**src/rtl/eth_hdr_capture_ctrl_if.sv**
```systemverilog
// Byte-stream, header hand-off and payload signals of eth_hdr_capture_ctrl.
// The master side is the frame source and consumer; the slave side is the sequencer.
interface eth_hdr_capture_ctrl_if #(
   parameter int HDR_BYTES = 14
);
   logic [7:0]             s_data;
   logic                   s_valid;
   logic                   s_last;
   logic                   s_ready;
   logic [HDR_BYTES*8-1:0] header_bytes;
   logic                   header_valid;
   logic                   header_ack;
   logic [7:0]             m_data;
   logic                   m_valid;
   logic                   m_last;
   logic                   m_ready;

   modport master (
      output s_data, s_valid, s_last, header_ack, m_ready,
      input  s_ready, header_bytes, header_valid, m_data, m_valid, m_last
   );

   modport slave (
      input  s_data, s_valid, s_last, header_ack, m_ready,
      output s_ready, header_bytes, header_valid, m_data, m_valid, m_last
   );
endinterface

```
**src/rtl/eth_hdr_capture_ctrl.sv**
```systemverilog
// Captures the Ethernet header from a byte stream, holds it for the parser until acked,
// then passes the payload through. Optional runt reporting: define ETH_RUNT_CHECK_EN.
module eth_hdr_capture_ctrl #(
   parameter int HDR_BYTES = 14,
   parameter int CNT_W     = 16
) (
   input  logic                  clk,
   input  logic                  rst_n,
   eth_hdr_capture_ctrl_if.slave bus,
   output logic [CNT_W-1:0]      frame_count,
   output logic                  runt_err,
   output logic [CNT_W-1:0]      runt_count
);
   localparam logic [3:0] LAST_IDX = 4'(HDR_BYTES - 1);

   typedef enum logic [1:0] {
      ST_CAPTURE = 2'd0,
      ST_HOLD    = 2'd1,
      ST_PAYLOAD = 2'd2
   } state_t;

   state_t                 state_r;
   state_t                 state_s;
   logic [3:0]             idx_r;
   logic                   hdr_only_r;
   logic [HDR_BYTES*8-1:0] header_bytes_r;
   logic                   header_valid_r;
   logic [CNT_W-1:0]       frame_count_r;
   logic                   cap_xfer_s;
   logic                   ack_s;
   logic                   s_ready_s;
   logic                   m_valid_s;
   logic                   m_last_s;
   logic [7:0]             m_data_s;

   assign cap_xfer_s = (state_r == ST_CAPTURE) && bus.s_valid;
   assign ack_s      = (state_r == ST_HOLD) && bus.header_ack;

   // Next-state decode and the stream-side handshake outputs
   always_comb begin
      state_s   = state_r;
      s_ready_s = 1'b0;
      m_valid_s = 1'b0;
      m_last_s  = 1'b0;
      m_data_s  = 8'h00;
      case (state_r)
         ST_CAPTURE: begin
            s_ready_s = 1'b1;
            if (cap_xfer_s && (idx_r == LAST_IDX)) begin
               state_s = ST_HOLD;
            end else begin
               state_s = ST_CAPTURE;
            end
         end
         ST_HOLD: begin
            if (ack_s) begin
               state_s = hdr_only_r ? ST_CAPTURE : ST_PAYLOAD;
            end else begin
               state_s = ST_HOLD;
            end
         end
         ST_PAYLOAD: begin
            // Zero-latency pass-through; backpressure flows straight back to the source
            s_ready_s = bus.m_ready;
            m_valid_s = bus.s_valid;
            m_last_s  = bus.s_last;
            m_data_s  = bus.s_data;
            if (bus.s_valid && bus.m_ready && bus.s_last) begin
               state_s = ST_CAPTURE;
            end else begin
               state_s = ST_PAYLOAD;
            end
         end
         default: begin
            state_s = ST_CAPTURE;
         end
      endcase
   end

   // State register and the header-valid flag that tracks entry into HOLD
   always_ff @(posedge clk or negedge rst_n) begin
      if (!rst_n) begin
         state_r        <= ST_CAPTURE;
         header_valid_r <= 1'b0;
      end else begin
         state_r        <= state_s;
         header_valid_r <= (state_s == ST_HOLD);
      end
   end

   // Header byte assembly; a runt or a completed header rewinds the byte index
   always_ff @(posedge clk or negedge rst_n) begin
      if (!rst_n) begin
         idx_r          <= 4'd0;
         hdr_only_r     <= 1'b0;
         header_bytes_r <= {(HDR_BYTES*8){1'b0}};
      end else if (cap_xfer_s) begin
         for (int k = 0; k < HDR_BYTES; k++) begin
            if (idx_r == 4'(k)) begin
               header_bytes_r[k*8 +: 8] <= bus.s_data;
            end
         end
         if (idx_r == LAST_IDX) begin
            idx_r      <= 4'd0;
            hdr_only_r <= bus.s_last;
         end else if (bus.s_last) begin
            idx_r      <= 4'd0;
         end else begin
            idx_r      <= idx_r + 4'd1;
         end
      end else begin
         idx_r <= idx_r;
      end
   end

   // Acknowledged-header counter, wrapping
   always_ff @(posedge clk or negedge rst_n) begin
      if (!rst_n) begin
         frame_count_r <= {CNT_W{1'b0}};
      end else if (ack_s) begin
         frame_count_r <= frame_count_r + CNT_W'(1'b1);
      end else begin
         frame_count_r <= frame_count_r;
      end
   end

`ifdef ETH_RUNT_CHECK_EN
   logic             runt_s;
   logic             runt_err_r;
   logic [CNT_W-1:0] runt_count_r;

   assign runt_s = cap_xfer_s && bus.s_last && (idx_r != LAST_IDX);

   // Runt pulse and saturating runt counter
   always_ff @(posedge clk or negedge rst_n) begin
      if (!rst_n) begin
         runt_err_r   <= 1'b0;
         runt_count_r <= {CNT_W{1'b0}};
      end else begin
         runt_err_r <= runt_s;
         if (runt_s && (runt_count_r != {CNT_W{1'b1}})) begin
            runt_count_r <= runt_count_r + CNT_W'(1'b1);
         end else begin
            runt_count_r <= runt_count_r;
         end
      end
   end

   assign runt_err   = runt_err_r;
   assign runt_count = runt_count_r;
`else
   assign runt_err   = 1'b0;
   assign runt_count = {CNT_W{1'b0}};
`endif

   assign bus.s_ready      = s_ready_s;
   assign bus.m_valid      = m_valid_s;
   assign bus.m_last       = m_last_s;
   assign bus.m_data       = m_data_s;
   assign bus.header_bytes = header_bytes_r;
   assign bus.header_valid = header_valid_r;
   assign frame_count      = frame_count_r;
endmodule

```
**src/flat_wrapper.sv**
```systemverilog
// flat-port wrapper written by rule: the top's interface ports become plain ports
module eth_hdr_capture_ctrl_flat 
#(
   parameter int HDR_BYTES = 14,
   parameter int CNT_W     = 16
)
  (clk, rst_n, frame_count, runt_err, runt_count, bus_s_data, bus_s_valid, bus_s_last, bus_header_ack, bus_m_ready, bus_s_ready, bus_header_bytes, bus_header_valid, bus_m_data, bus_m_valid, bus_m_last);
  eth_hdr_capture_ctrl_if #(.HDR_BYTES(HDR_BYTES)) bus_i ();
  input  logic clk;
  input  logic rst_n;
  output logic [CNT_W-1:0] frame_count;
  output logic runt_err;
  output logic [CNT_W-1:0] runt_count;
  input wire logic [$bits(bus_i.s_data)-1:0] bus_s_data;
  input wire logic [$bits(bus_i.s_valid)-1:0] bus_s_valid;
  input wire logic [$bits(bus_i.s_last)-1:0] bus_s_last;
  input wire logic [$bits(bus_i.header_ack)-1:0] bus_header_ack;
  input wire logic [$bits(bus_i.m_ready)-1:0] bus_m_ready;
  output wire logic [$bits(bus_i.s_ready)-1:0] bus_s_ready;
  output wire logic [$bits(bus_i.header_bytes)-1:0] bus_header_bytes;
  output wire logic [$bits(bus_i.header_valid)-1:0] bus_header_valid;
  output wire logic [$bits(bus_i.m_data)-1:0] bus_m_data;
  output wire logic [$bits(bus_i.m_valid)-1:0] bus_m_valid;
  output wire logic [$bits(bus_i.m_last)-1:0] bus_m_last;
  assign bus_i.s_data = bus_s_data;
  assign bus_i.s_valid = bus_s_valid;
  assign bus_i.s_last = bus_s_last;
  assign bus_i.header_ack = bus_header_ack;
  assign bus_i.m_ready = bus_m_ready;
  assign bus_s_ready = bus_i.s_ready;
  assign bus_header_bytes = bus_i.header_bytes;
  assign bus_header_valid = bus_i.header_valid;
  assign bus_m_data = bus_i.m_data;
  assign bus_m_valid = bus_i.m_valid;
  assign bus_m_last = bus_i.m_last;
  eth_hdr_capture_ctrl #(.HDR_BYTES(HDR_BYTES), .CNT_W(CNT_W)) u_core (.clk(clk), .rst_n(rst_n), .bus(bus_i), .frame_count(frame_count), .runt_err(runt_err), .runt_count(runt_count));
endmodule
```
**config.mk**
```make
export PLATFORM = sky130hd
export DESIGN_NAME = eth_hdr_capture_ctrl_flat
export DESIGN_NICKNAME = d
export VERILOG_FILES = /design/src/rtl/eth_hdr_capture_ctrl_if.sv /design/src/rtl/eth_hdr_capture_ctrl.sv /design/src/flat_wrapper.sv
export SDC_FILE = /design/constraint.sdc
export NUM_CORES = 1
export LEC_CHECK = 0
export CORE_MARGIN = 2
export CORE_UTILIZATION = 49
export CTS_BUF_LIST = sky130_fd_sc_hd__clkbuf_4
export DETAILED_ROUTE_END_ITERATION = 16
export GPL_ROUTABILITY_DRIVEN = 0
export PLACE_DENSITY = 0.84
export SETUP_SLACK_MARGIN = 0.2
export SYNTH_ARGS = -nofsm -noshare
export SYNTH_HDL_FRONTEND = slang
export SYNTH_SLANG_ARGS = --single-unit
```
**constraint.sdc**
```tcl
create_clock -name clk -period 2.3 [get_ports clk]
set_input_delay 0.46 -clock clk [delete_from_list [all_inputs] [get_ports clk]]
set_output_delay 0.46 -clock clk [all_outputs]
set_load 0.005 [all_outputs]
```
==> metrics, run 1 <==
Crit Path Class reg2out; Startpoint Class flop; commonest cells in the netlist dfrtp_1 (136), mux2_2 (98), buf_4 (18); Cell Area, Synth 5740 sq um; Synth area leader dfrtp_1; Area contributors post-synth dfrtp_1 (59%), mux2_2 (19%), mux2_4 (4.2%), buf_4 (2.4%), nand3_2 (1.4%); Area Growth Syn to Fin 37.1%; Post-synth ARST share 1.00; final setup violation count 0; Die Y between 100 and 150 microns; HP Class in2async; slowest CP cell dfrtp_2; Clock Latency Late Sink 530 ps; GR Overflow Total 0; Max Fclk approximately 0.47 GHz; wire per inst between 15 and 20 microns; Max Cap Viol 0; post-synth cell types 37; clk slew on worst S/H paths roughly 130 ps; CTS Sinks 136; Worst Setup End Kind primary output; final net count 593; DRT Pass-1 Iters 6; Slew HR 0.659; H-Tree Level Count 4; Post-DP HPWL between 10,000 and 15,000 microns; Tot GR Track Use 0.236; pwr dens 857 nW/um^2; vias per cell 5.19; Crit Path Max Fanout 5; Syn Area/Cell 14.6 sq um; Seq/Total Area, Yosys 0.593; TNS Setup 0 ps; final hold vios 0; initial drt markers 175; Synth top area share 0.593; Final Max Tran Viols 0; initial antenna violation count 0; DRC viols 0; # diodes 0; CP Data Arrival Time between 1500 and 2000 ps; largest net degree at the start of global routing 57; Die Width 112 microns; initial core utilization 0.503; total CTS buffers 17; worst path required time 1840 ps; core area approximately 11,000 sq um; Power Total 6.75 mW; top-count cell post-synth dfrtp_1; CP dominant cell by count buf_6; worst vdd ir 0.599 mV; crit path buf inv count 3; worst slew pin tran 512 ps; Vias 3,783; Syn Inst Count around 390; RSZ-0062 raised after global routing true; Period Utilization, post-route 0.926; I/O pin total ~170; post-synthesis register bit count 136; CP top delay family flip-flops; Tmin final around 2100 ps; vias in the first global route 3,984; row count 39; layout cells sized above 1 0.343; Final Skew 16.7 ps; post-route ant nets 0; port bufs roughly 150; number of synthesized flops with an enable pin 0; Root Buffer clkbuf_4; Yosys warning count 0; status complete, no violations; Routed WL 14,300 microns; R2R setup slack 440 ps; Leak Pwr approximately 3.7 nW; Max Root-Sink Buffers 2; CP max stage delay 450 ps; CTS tree yes; post-route insts no fill 729; Placed Instances 690; die area roughly 13,000 sq um; ys flop type dfrtp_1; worst path cell trace and2b_2 -> buf_6 -> buf_6 -> and2_4 -> buf_6; first-pass GRT wire length about 23,000 microns
## stage by stage
step	hold slack, ps	setup WS (ps)	instance area, sq um	util
floorplan	164	562	5800	-
global placement	443	44.0	7470	0.655
detailed placement	454	2.71	7470	0.655
CTS	436	73.9	7840	0.686
global route	426	72.4	7870	0.689
finish	425	170	7870	0.689
## cell families (layout without fill, tap and decap cells)
group / count (synthesis) / after routing / synth area share
simple gates: 67 / 68 / 0.0789
fa+ha+maj: 5 / 5 / 0.0109
mux: 114 / 114 / 0.234
buf+inv: 41 / 217 / 0.0462
xor+xnor: 15 / 15 / 0.0229
flops: 136 / 136 / 0.593
compound gates: 14 / 14 / 0.0135
other cells: 1 / 17 / 0.000653
## registers in the layout (all words and copies together) (netlist names)
signal / count
u_core.state_r: 2
u_core.hdr_only_r: 1
u_core.frame_count: 16
u_core.bus.header_valid: 1
u_core.idx_r: 4
u_core.bus.header_bytes: 112
## layout by cell type (no fill, tap or decap), types with 7 or more instances in the layout
cell,instances
clkdlybuf4s50_1,141
dfrtp_1,135
mux2_2,98
buf_4,18
conb_1,17
clkbuf_4,17
mux2_4,16
xor2_1,9
nand3_2,8
nor2_1,8
buf_6,7
## repair_timing
| action | CTS | global route |
|---|---|---|
| gates resized for setup | 30 | 19 |
| buffers inserted | 5 | 1 |
| setup endpoints to repair | 11 | 11 |
| hold buffers | 1 | 0 |
| endpoints found under the hold margin | 53 | 0 |
| gates cloned | 1 | 0 |
## worst paths after layout
| check | startpoint | end | cells past startpoint |
|---|---|---|---|
| worst min register to register | u_core.frame_count[15] | u_core.frame_count[15] | 1 |
| worst max-delay path | u_core.state_r[1] | bus_m_data[7] | 5 |
| worst max register to register | u_core.state_r[1] | u_core.bus.header_bytes[74] | 5 |
| max in group asynchronous | rst_n | u_core.state_r[1] | 3 |
| worst min-delay path | rst_n | u_core.bus.header_bytes[57] | 2 |
| min in group clk | u_core.frame_count[15] | u_core.frame_count[15] | 1 |
## layout make-up
class | instances | area (sq um)
Clock inverter | 14 | 205
Timing Repair Buffer | 180 | 1780
Fill cell | 832 | 3550
Tap cell | 143 | 179
Clock buffer | 17 | 128
Sequential cell | 136 | 3400
Multi-Input combinational cell | 233 | 2160
Inverter | 6 | 22.5
## power breakdown
part	internal [mW]	total, mW	switching, mW
logic	1.21	1.77	0.561
registers	2.87	3.15	0.284
clock network	0.956	1.82	0.866
## routing by layer
layer | part of all wire | routed length [microns] | track usage | up-vias
li1 | - | - | - | 1696
met5 | 0 | 0 | 0 | -
met4 | 0.0058 | 83 | 0.0537 | 0
met2 | 0.50 | 7170 | 0.391 | 140
met3 | 0.077 | 1100 | 0.0940 | 7
met1 | 0.41 | 5910 | 0.294 | 1940
Note: power is estimated with default switching activity, not from simulation.
==> inputs of run 2 (changes only) <==
--- a/config.mk
+++ b/config.mk
@@ -5,12 +5,15 @@
 export SDC_FILE = /design/constraint.sdc
 export NUM_CORES = 1
 export LEC_CHECK = 0
+export ABC_AREA = 1
+export CELL_PAD_IN_SITES_DETAIL_PLACEMENT = 2
+export CELL_PAD_IN_SITES_GLOBAL_PLACEMENT = 2
 export CORE_MARGIN = 2
-export CORE_UTILIZATION = 49
+export CORE_UTILIZATION = 29
 export CTS_BUF_LIST = sky130_fd_sc_hd__clkbuf_4
 export DETAILED_ROUTE_END_ITERATION = 16
 export GPL_ROUTABILITY_DRIVEN = 0
-export PLACE_DENSITY = 0.84
+export PLACE_DENSITY = 0.83
 export SETUP_SLACK_MARGIN = 0.2
 export SYNTH_ARGS = -nofsm -noshare
 export SYNTH_HDL_FRONTEND = slang
==> constraint.sdc (replaced) <==
create_clock -name clk -period 2.4 [get_ports clk]
set_input_delay 0.48 -clock clk [delete_from_list [all_inputs] [get_ports clk]]
set_output_delay 0.48 -clock clk [all_outputs]
set_load 0.005 [all_outputs]
==> metrics, run 2 <==
status complete, no violations; Area Growth Syn to Fin 37.5%; crit path buf inv count 3; CP Data Arrival Time 1650 ps; CP top delay family buffers and inverters; initial drt markers 110; commonest cells in the netlist dfrtp_1 (136), nor2_1 (100), a21oi_1 (77); total CTS buffers 17; Seq/Total Area, Yosys 0.613; Syn Inst Count 567; Max Root-Sink Buffers 2; I/O pin total 171; Largest register FFs 112; Crit Path Max Fanout 10; worst path required time about 1900 ps; Final Skew around 14 ps; Util after Layout 0.407; worst vdd ir 0.431 mV; worst slew pin tran a little under 600 ps; Routed WL 19,300 microns; filler cell count between 2,000 and 2,500; wire per inst 19.6 microns; Yosys warning count 0; Slew HR 0.608; first-pass GRT wire length 30,400 microns; P_int 5.43 mW; CTS Sinks between 100 and 150; Leak Pwr around 3.5 nW; Tot GR Track Use 0.200; ys flop type dfrtp_1; layout cells sized above 1 0.110; clk slew on worst S/H paths around 120 ps; Startpoint Class flop; Syn Area/Cell 9.80 sq um; Tmin final 2130 ps; Area contributors post-synth dfrtp_1 (61%), a21oi_1 (6.9%), nor2_1 (6.8%), nand2_1 (5.1%), o21ai_0 (3.6%); Final Hold Slack 441 ps; H-Tree Level Count 4; Crit Path Class reg2out; combinational power share 0.384; final net count approximately 760; Root Buffer clkbuf_4; final hold vios 0; Post-DP HPWL 13,900 microns; Post-synth ARST share 1.00; slowest CP cell dfrtp_1; DRT Pass-1 Iters 4; Final Max Tran Viols 0; pwr dens 1070 nW/um^2; Clock Latency Late Sink 540 ps; DRC viols 0; row count 50; Die Y 142 microns; initial core utilization 0.296; vias in the first global route 5,206; RSZ-0062 raised after global routing true; largest net degree at the start of global routing 53; initial antenna violation count 1; vias per cell 4.71; Reg area approximately 3400 sq um; commonest cells after routing, fill and taps aside clkdlybuf4s50_1 (141), dfrtp_1 (136), nor2_1 (98), a21oi_1 (77), nand2_1 (74); Net Sw Frac 0.336; TNS Setup 0 ps; die area 20,300 sq um; port bufs 153; post-route ant nets 0; final setup violation count 0; Placed Instances 951; worst path cell trace inv_2 -> nand2_8 -> buf_12 -> nor2_1 -> clkdlybuf4s15_1; HP Class in2async; number of synthesized flops with an enable pin 0; Die Width 142 microns; top-count cell post-synth dfrtp_1; most common cell after layout, fill and taps aside clkdlybuf4s50_1; sequential share of power 0.444; Multi-input gate area approximately 1800 sq um; core area 18,800 sq um; Cell Area, Synth 5560 sq um; Vias between 4,000 and 5,000; GR Overflow Total 0; CTS tree yes; CP max stage delay 420 ps; Synth top area share 0.613; post-route insts no fill 988; Worst Setup End Kind primary output; post-synthesis register bit count 136; post-synth cell types 27; Max Cap Viol 0; Max Fclk 0.470 GHz; Net Sw Power 2.75 mW; Clk pwr share 0.172; Period Utilization, post-route 0.887; Synth area leader dfrtp_1
[run 2: worst paths after layout]
kind | startpoint | endpoint | slack [ps] | cells after the start
max in group asynchronous | rst_n | u_core.bus.header_bytes[14] | 1250 | 3
min in group clk | u_core.hdr_only_r | u_core.state_r[1] | 480 | 1
setup / recovery | u_core.state_r[0] | bus_m_data[4] | 270 | 5
setup reg to reg | u_core.state_r[0] | u_core.bus.header_bytes[34] | 550 | 8
hold / removal | rst_n | u_core.bus.header_bytes[77] | 440 | 2
hold reg to reg | u_core.hdr_only_r | u_core.state_r[1] | 480 | 1
[run 2: cells by family (layout without fill, tap and decap cells)]
logic type,count (synthesis),in the layout,synth area share
buffers and inverters,78,248,0.0734
XOR/XNOR,10,10,0.0158
adder cells (fa/ha/maj),5,5,0.0113
other,1,18,0.000675
AND/OR/NAND/NOR,215,215,0.176
AO/OA/AOI/OAI,122,122,0.110
flip-flops,136,136,0.613
[run 2: worst reg2reg max path, delay by kind of cell (launching register included)]
| family | cells | cell delay, ps |
|---|---|---|
| simple gates | 4 | 740 |
| compound gates | 1 | 150 |
| buf+inv | 3 | 460 |
| flops | 1 | 420 |
[run 2: per-stage QoR]
stage	total power, mW	area (sq um)	setup WS (ps)
global route	8.76	7640	111
floorplan	4.65	5620	977
finish	8.17	7640	270
global placement	6.62	7350	162
CTS	8.32	7650	144
detailed placement	6.85	7350	87.5
[run 2: repair_timing]
action                     in CTS  in global routing
setup endpoints to repair      10                 10
hold endpoints to repair       48                  0
buffers inserted                2                  1
resized for setup              15                 15
hold buffers                    1                  0
[run 2: cell type report]
cell class | count | share of cell area
multi-input combinational | 369 | 0.239
inverter | 37 | 0.0185
timing repair buffer | 179 | 0.226
antenna | 1 | 0.000327
sequential | 136 | 0.445
clock inverter | 13 | 0.0141
clock buffer | 19 | 0.0187
tap | 234 | 0.0383
[run 2: metal layers]
layer  track usage  routed length [microns]  vias to the layer above
met5             0                        0                        -
met4        0.0662                      359                        0
met2         0.369                    10400                      101
met1         0.224                     7660                     2384
li1              -                        -                     2147
met3        0.0505                      892                       17
[run 2: power by group through the flow]
stage,combinational [mW],sequential [mW],clock [mW]
after floorplan,1.01,3.64,0
after global placement,3.00,3.62,0
after detailed placement,3.17,3.68,0
after CTS,3.20,3.64,1.47
after global routing,3.46,3.74,1.56
final,3.14,3.63,1.41
